## config.mk

```make
export PLATFORM = sky130hd
export DESIGN_NAME = vedic_mac_32bits
export DESIGN_NICKNAME = d
export VERILOG_FILES = /design/src/rtl/vedic_mac_32bits.sv
export SDC_FILE = /design/constraint.sdc
export NUM_CORES = 2
export LEC_CHECK = 0
export ABC_CLOCK_PERIOD_IN_PS = 24000
export CORE_MARGIN = 5
export CORE_UTILIZATION = 48
export CTS_CLUSTER_DIAMETER = 30
export DETAILED_ROUTE_END_ITERATION = 16
export PLACE_DENSITY = 0.68
export SLEW_MARGIN = 20
export SYNTH_ARGS = -nofsm -noshare
export SYNTH_HDL_FRONTEND = slang
export SYNTH_HIERARCHICAL = 1
export SYNTH_SLANG_ARGS = --single-unit
```

## constraint.sdc

```tcl
create_clock -name CLK -period 24 [get_ports CLK]
set_input_delay 2.4 -clock CLK [delete_from_list [all_inputs] [get_ports CLK]]
set_output_delay 2.4 -clock CLK [all_outputs]
set_load 0.01 [all_outputs]
```

## src/rtl/vedic_mac_32bits.sv

```systemverilog
// Streaming multiply-accumulate stage around the vedic_32bits multiplier:
// operand register, product register, then a frame accumulator with valid/ready output.

module vedic_32bits (
    input  logic [31:0] A,
    input  logic [31:0] B,
    output logic [63:0] Q
);
    logic [31:0] ll, lh, hl, hh;
    logic [32:0] mid;

    // Urdhva-tiryak on 16-bit halves: vertical terms ll/hh, crosswise terms lh+hl.
    always_comb begin
        ll  = A[15:0]  * B[15:0];
        lh  = A[15:0]  * B[31:16];
        hl  = A[31:16] * B[15:0];
        hh  = A[31:16] * B[31:16];
        mid = {1'b0, lh} + {1'b0, hl};
        Q   = {hh, ll} + {15'b0, mid, 16'b0};
    end
endmodule

module vedic_mac_32bits #(
    parameter int ACC_W = 72,
    parameter int CNT_W = 8
) (
    input  logic             CLK,
    input  logic             RST,
    input  logic             IN_VALID,
    output logic             IN_READY,
    input  logic             IN_LAST,
    input  logic [31:0]      A,
    input  logic [31:0]      B,
    output logic             OUT_VALID,
    input  logic             OUT_READY,
    output logic [ACC_W-1:0] ACC,
    output logic [CNT_W-1:0] OUT_CNT,
    output logic             OVF
);
    logic             en;
    logic [31:0]      a_r, b_r;
    logic             last1, v1;
    logic [63:0]      q, p_r;
    logic             last2, v2;
    logic [ACC_W-1:0] acc;
    logic [CNT_W-1:0] cnt, cnt_inc;
    logic             ovf_acc;
    logic [ACC_W:0]   sum;
    logic             carry;

    // A stalled result freezes every stage, so no beat can be lost or duplicated.
    assign en       = ~(OUT_VALID & ~OUT_READY);
    assign IN_READY = en;

    vedic_32bits u_mul (
        .A (a_r),
        .B (b_r),
        .Q (q)
    );

    always_comb begin
        sum     = {1'b0, acc} + (ACC_W+1)'(p_r);
        carry   = sum[ACC_W];
        cnt_inc = (cnt == '1) ? cnt : cnt + CNT_W'(1);
    end

    always_ff @(posedge CLK) begin
        if (RST) begin
            a_r   <= '0;
            b_r   <= '0;
            last1 <= 1'b0;
            v1    <= 1'b0;
            p_r   <= '0;
            last2 <= 1'b0;
            v2    <= 1'b0;
        end else if (en) begin
            a_r   <= A;
            b_r   <= B;
            last1 <= IN_LAST;
            v1    <= IN_VALID;
            p_r   <= q;
            last2 <= last1;
            v2    <= v1;
        end
    end

    always_ff @(posedge CLK) begin
        if (RST) begin
            acc       <= '0;
            cnt       <= '0;
            ovf_acc   <= 1'b0;
            ACC       <= '0;
            OUT_CNT   <= '0;
            OVF       <= 1'b0;
            OUT_VALID <= 1'b0;
        end else if (en & v2 & last2) begin
            ACC       <= sum[ACC_W-1:0];
            OUT_CNT   <= cnt_inc;
            OVF       <= ovf_acc | carry;
            OUT_VALID <= 1'b1;
            acc       <= '0;
            cnt       <= '0;
            ovf_acc   <= 1'b0;
        end else begin
            if (en & v2) begin
                acc     <= sum[ACC_W-1:0];
                cnt     <= cnt_inc;
                ovf_acc <= ovf_acc | carry;
            end
            if (OUT_VALID & OUT_READY)
                OUT_VALID <= 1'b0;
        end
    end
endmodule

```

# Word-level counts from Yosys, hierarchy flattened
# Cells that the tools add are included.
# W data, S select, Z words.
classes:
  div: 0
  reduce_logical: 2
  mul: 4
  n_bitwise: 7
  eq_ne: 1
  n_lt_le_gt_ge: 0
  add_sub_neg: 4
  shifts: 0
  mux: 3
ops:
  columns: ["operator", "count"]
  rows:
  - ["$mul A16 B16 Y32", 4]
  - ["$add A72 B64 Y73", 1]
  - ["$add A64 B49 Y64", 1]
  - ["$add A32 B32 Y33", 1]
  - ["$add A8 B1 Y8 const B", 1]
  - ["$eq A8 B8 Y1 const B", 1]
  - ["$mux W8", 1]
  - ["$and A1 B1 Y1", 4]
  - ["$mux W1", 2]
  - ["$not A1 Y1", 2]
  - ["$reduce_bool A2 Y1", 1]
  - ["$reduce_or A2 Y1", 1]
  - ["$or A1 B1 Y1", 1]
word_totals:
  memories: 0
  romBits: 0
  latch_bits: 0
  ram_bits: 0
  register_bits: 295

# Logic depth before layout (Yosys ltp)
depth:
  ltp_word: 6
  ltp_mapped: 39
  ltp_nobuf: 38

# Cells and area by module
# Netlist, hierarchy kept.
modules_own_cells:
  columns: ["mod", "instances", "cells_each", "seq_area_each_um2", "area_each_um2"]
  rows:
  - ["vedic_32bits", 1, 4132, 0.0, 36179.7]
  - ["vedic_mac_32bits", 1, 1925, 5905.7, 14624.0]

# Worst setup path before layout
# OpenSTA, ideal clock, no wires.
synth_path:
  path_type: "register -> register"
  start: "register a_r[2]"
  end: "register p_r[57]"
  path_buffers: 1
  synth_period_minus_slack_ns: 8.981
  arrival_time_ns: 8.910
  stages_incl_launch_ff: 35
  setup_slack_ns: 15.019
  setup_ns: 0.070
  required_time_ns: 23.930
  path_cell_list: "dfxtp_1 -> clkbuf_1 -> nand2_1 -> fa_1 -> inv_1 -> fa_1 -> inv_1 -> fa_1 -> fa_1 -> inv_1 -> fa_1 -> fa_1 -> fa_1 -> fa_1 -> ha_1 -> and3_2 -> nand3_1 -> or4_1 -> o32a_2 -> a41oi_4 -> a31oi_1 -> xnor2_1 -> ha_1 -> a21o_1 -> a21oi_1 -> o22ai_1 -> or4_1 -> a31oi_1 -> o21ai_1 -> a31oi_2 -> nand3b_1 -> nand2b_1 -> xnor2_1 -> nand2_1 -> a21oi_1"
synth_between:
  elab_chain_cells: 3
synth_lines:
  columns: ["element", "line_no", "text"]
  rows:
  - ["from (decl)", "41", "logic [31:0] a_r, b_r;"]
  - ["from (signal assigned)", "69", "a_r <= '0;"]
  - ["from (signal assigned)", "77", "a_r <= A;"]
  - ["$mul A16 B16 Y32", "15", "lh = A[15:0] * B[31:16];"]
  - ["$add A32 B32 Y33", "18", "mid = {1'b0, lh} + {1'b0, hl};"]
  - ["$add A64 B49 Y64 *", "19", "Q = {hh, ll} + {15'b0, mid, 16'b0};"]
  - ["net q[57]", "43", "logic [63:0] q, p_r;"]
  - ["to (signal assigned)", "81", "p_r <= q;"]
  - ["to (decl)", "43", null]
# Mark *: on every way through the listed nets, which the timed path passes. The rest lies on a longest branch.
# A chain may end at the register's enable or synchronous reset.

# Worst setup path in the final report
layout_path:
  start: "register b_r[7]"
  end: "register p_r[59]"
layout_between:
  elab_chain_cells: 3
layout_lines:
  columns: ["element", "line_no", "text"]
  rows:
  - ["from (decl)", "41", null]
  - ["from (signal assigned)", "70", "b_r <= '0;"]
  - ["from (signal assigned)", "78", "b_r <= B;"]
  - ["$mul A16 B16 Y32", "16", "hl = A[31:16] * B[15:0];"]
  - ["$add A32 B32 Y33", "18", null]
  - ["$add A64 B49 Y64 *", "19", null]
  - ["net q[59]", "43", null]
# Marked as above.

==> run summary <==
Total Routed Length -> 139000 um
Final ANT Viol Nets -> 0
Fill cells -> 9718
Power, Total -> 4.74 mW
die width -> 335 um
Critical R2R Launch -> b_r[7]$_SDFFE_PP0N_
share of layout cells above drive strength 1 -> 4.75%
largest net degree at the start of global routing -> 84
WP data arrival -> 10.81 ns
grt total ovfl -> 0
peak supply drop -> 0.135 mV
antenna violations before repair -> 1
Worst-Margin Slew -> 1.24 ns
hold_buf cts -> 0
Die H -> 335 um
first-pass GRT wire length -> 228000 um
GP Congestion -> 0.917
routed via count -> 40900
Num CTS Buffers -> 76
Clk Latency, worst-skew pair -> 0.65 ns
worst hold path class -> register to register
Rows -> 119
top cells by count, synth -> nand2_1, inv_1, fa_1
yosys warns -> 6
length of the first detailed-routing pass in iterations -> 6
Synth top area share -> 33.0%
Mapped Cells -> 6057
Final HPWL DP -> 103000 um
slowest CP cell -> dfxtp_1
worst flop-to-flop path endpoint -> p_r[59]$_SDFFE_PP0N_
Root Driver -> clkbuf_16
hold worst-path end -> a_r[15]$_SDFFE_PP0N_
Initial Util -> 48.3%
Post-synth ARST share -> 0%
Multi-input gate area -> 39900 um^2
leakage power -> 27.1 nW
die area -> 112000 um^2
CP Max Fanout -> 17
achievable frequency -> 0.0976 GHz
post-synthesis cell type count -> 103
io pins -> 152
Synth Register Bits -> 295
synthesized area -> 50800 um^2
Max Root-Sink Buffers -> 3
CTS resizes -> 0
crit-path leading delay family -> adder cells
ys flop type -> dfxtp_1
CP endpoint kind -> register
Hold Path Stages -> 2
CP max stage delay -> 0.75 ns
CTS Sinks -> 295
Synth area leader -> fa_1
core area -> 105000 um^2
synth top area cells -> fa_1, ha_1, dfxtp_1
Worst Path Required -> 24.57 ns
Starting DRT DRC Count -> 2469
register area -> 5910 um^2
Clock Skew -> 0.0343 ns
average routed wire per standard cell -> 18.6 um
DRC viols -> 0
status -> complete, no violations
Final Max Slew Viols -> 0
most used cell, CP -> fa_1
DP Area -> 53400 um^2
top-count cell post-synth -> nand2_1
clock transition at the registers of the reported paths -> 0.05 ns
setup tns final -> 0 ns
Hold Violations, Final -> 0
Critical Path Start Type -> register
number of synthesized flops with an enable pin -> 0
Setup CP Type -> register to register
synthesis-to-layout area growth -> 10.4%
CTS tree -> done
syn avg cell area -> 8.39 um^2
Nets -> 7440
Total Routing Usage GR -> 25.1%
Max-Slew Margin vs Limit -> 17.0%
port bufs -> 151
H-Tree Depth -> 3
Critical path buffers and inverters -> 4
worst-case reg-to-reg path depth -> 34
min-delay src -> a_r[15]$_SDFFE_PP0N_
syn_nets -> 7471
Finish-stage setup viols -> 0
Final min period -> 10.24 ns
Power Dens Cells -> 84.5 nW/um^2
Tcrit/Tclk final -> 42.7%
Core Util, Final -> 53.3%
Inst Count DP -> 7339
max_cap viols -> 0
post-CTS repair timing setup buffer count -> 0
routed vias/inst -> 5.47
RSZ-0062 raised after global routing -> no
Finished Layout Cells -> 7480
R2R setup slack -> 13.76 ns
fin area -> 56100 um^2
sequential-to-total area share from yosys stat -> 11.6%
vias in the first global route -> 42800
-- area by class of cell --
cell class                      instances  area share (%)
Clock buffer                           94            3.69
Multi-Input combinational cell       4422            71.1
Sequential cell                       295            10.5
Inverter                             1003            6.72
Timing Repair Buffer                  228            3.73
Antenna cell                            2         0.00893
Tap cell                             1391            3.10
Clock inverter                         45            1.11
-- power by group --
group	internal (mW)	total, mW	switching (mW)	leakage [nW]
Combinational	1.21	3.08	1.88	23.5
Sequential	0.552	0.586	0.0339	2.41
Clock	0.715	1.06	0.350	1.27
Total	2.47	4.74	2.26	27.1
-- cell usage in the layout, fill, tap and decap left out, types with 18 or more instances in the layout --
cell,n
nand2_1,1110
inv_1,1002
fa_1,838
and2_1,508
ha_1,507
a21oi_1,435
dfxtp_1,295
clkdlybuf4s50_1,150
xnor2_1,145
nor2_1,129
o21ai_0,88
clkbuf_16,77
buf_4,77
a21o_1,76
nand3_1,66
xor2_1,56
nand4_1,41
nor3_1,41
a31oi_1,32
o21bai_1,30
o21a_1,26
and3_1,22
a211oi_1,22
o211ai_1,18
-- how the worst max path moves through the flow --
stage,depth (start not counted),startpoint,end
after global placement,34,b_r[7]$_SDFFE_PP0N_,p_r[59]$_SDFFE_PP0N_
after CTS,34,b_r[7]$_SDFFE_PP0N_,p_r[59]$_SDFFE_PP0N_
final,34,b_r[7]$_SDFFE_PP0N_,p_r[59]$_SDFFE_PP0N_
after floorplan,34,a_r[2]$_SDFFE_PP0N_,p_r[57]$_SDFFE_PP0N_
after global routing,34,b_r[7]$_SDFFE_PP0N_,p_r[59]$_SDFFE_PP0N_
after detailed placement,34,b_r[7]$_SDFFE_PP0N_,p_r[59]$_SDFFE_PP0N_
-- registers in the layout, summed over array words and instances, names as in the netlist --
signal     cells
OVF            1
a_r           32
cnt            8
ovf_acc        1
last2          1
v1             1
v2             1
p_r           64
OUT_CNT        8
last1          1
ACC           72
OUT_VALID      1
acc           72
b_r           32
-- kinds of logic after synthesis --
kind of cell	after synthesis	share of synthesized area, %
AND/OR/NAND/NOR	2018	18.7
adder cells (fa/ha/maj)	1345	45.5
buffers and inverters	1340	9.95
AO/OA/AOI/OAI	847	10.5
flip-flops	295	11.6
XOR/XNOR	202	3.50
multiplexers	10	0.209
-- per-layer routing --
metal / vias to the layer above / routed length (um) / global-route usage (%)
met5: - / 0 / 0
met4: 0 / 5190 / 8.72
met3: 297 / 8640 / 3.79
met2: 1287 / 66500 / 42.3
met1: 20500 / 59000 / 33.2
li1: 18800 / - / -
-- worst reg2reg max path, delay by kind of cell (launching register included) --
family,cells,cell delay (ns)
and+or+nand+nor,8,1.86
DFF,1,0.75
adders and majority gates,10,4.65
AOI/OAI and AO/OA,10,2.04
xor gates and xnor gates,2,0.33
buffers and inverters,4,0.55
-- per-stage QoR --
step	hold WS [ns]	worst slack (ns)
floorplan	0.432	15.02
global placement	0.442	14.03
detailed placement	0.445	13.88
CTS	0.450	13.85
global route	0.472	13.33
finish	0.448	13.76
Power figures use the tool's default switching activity.
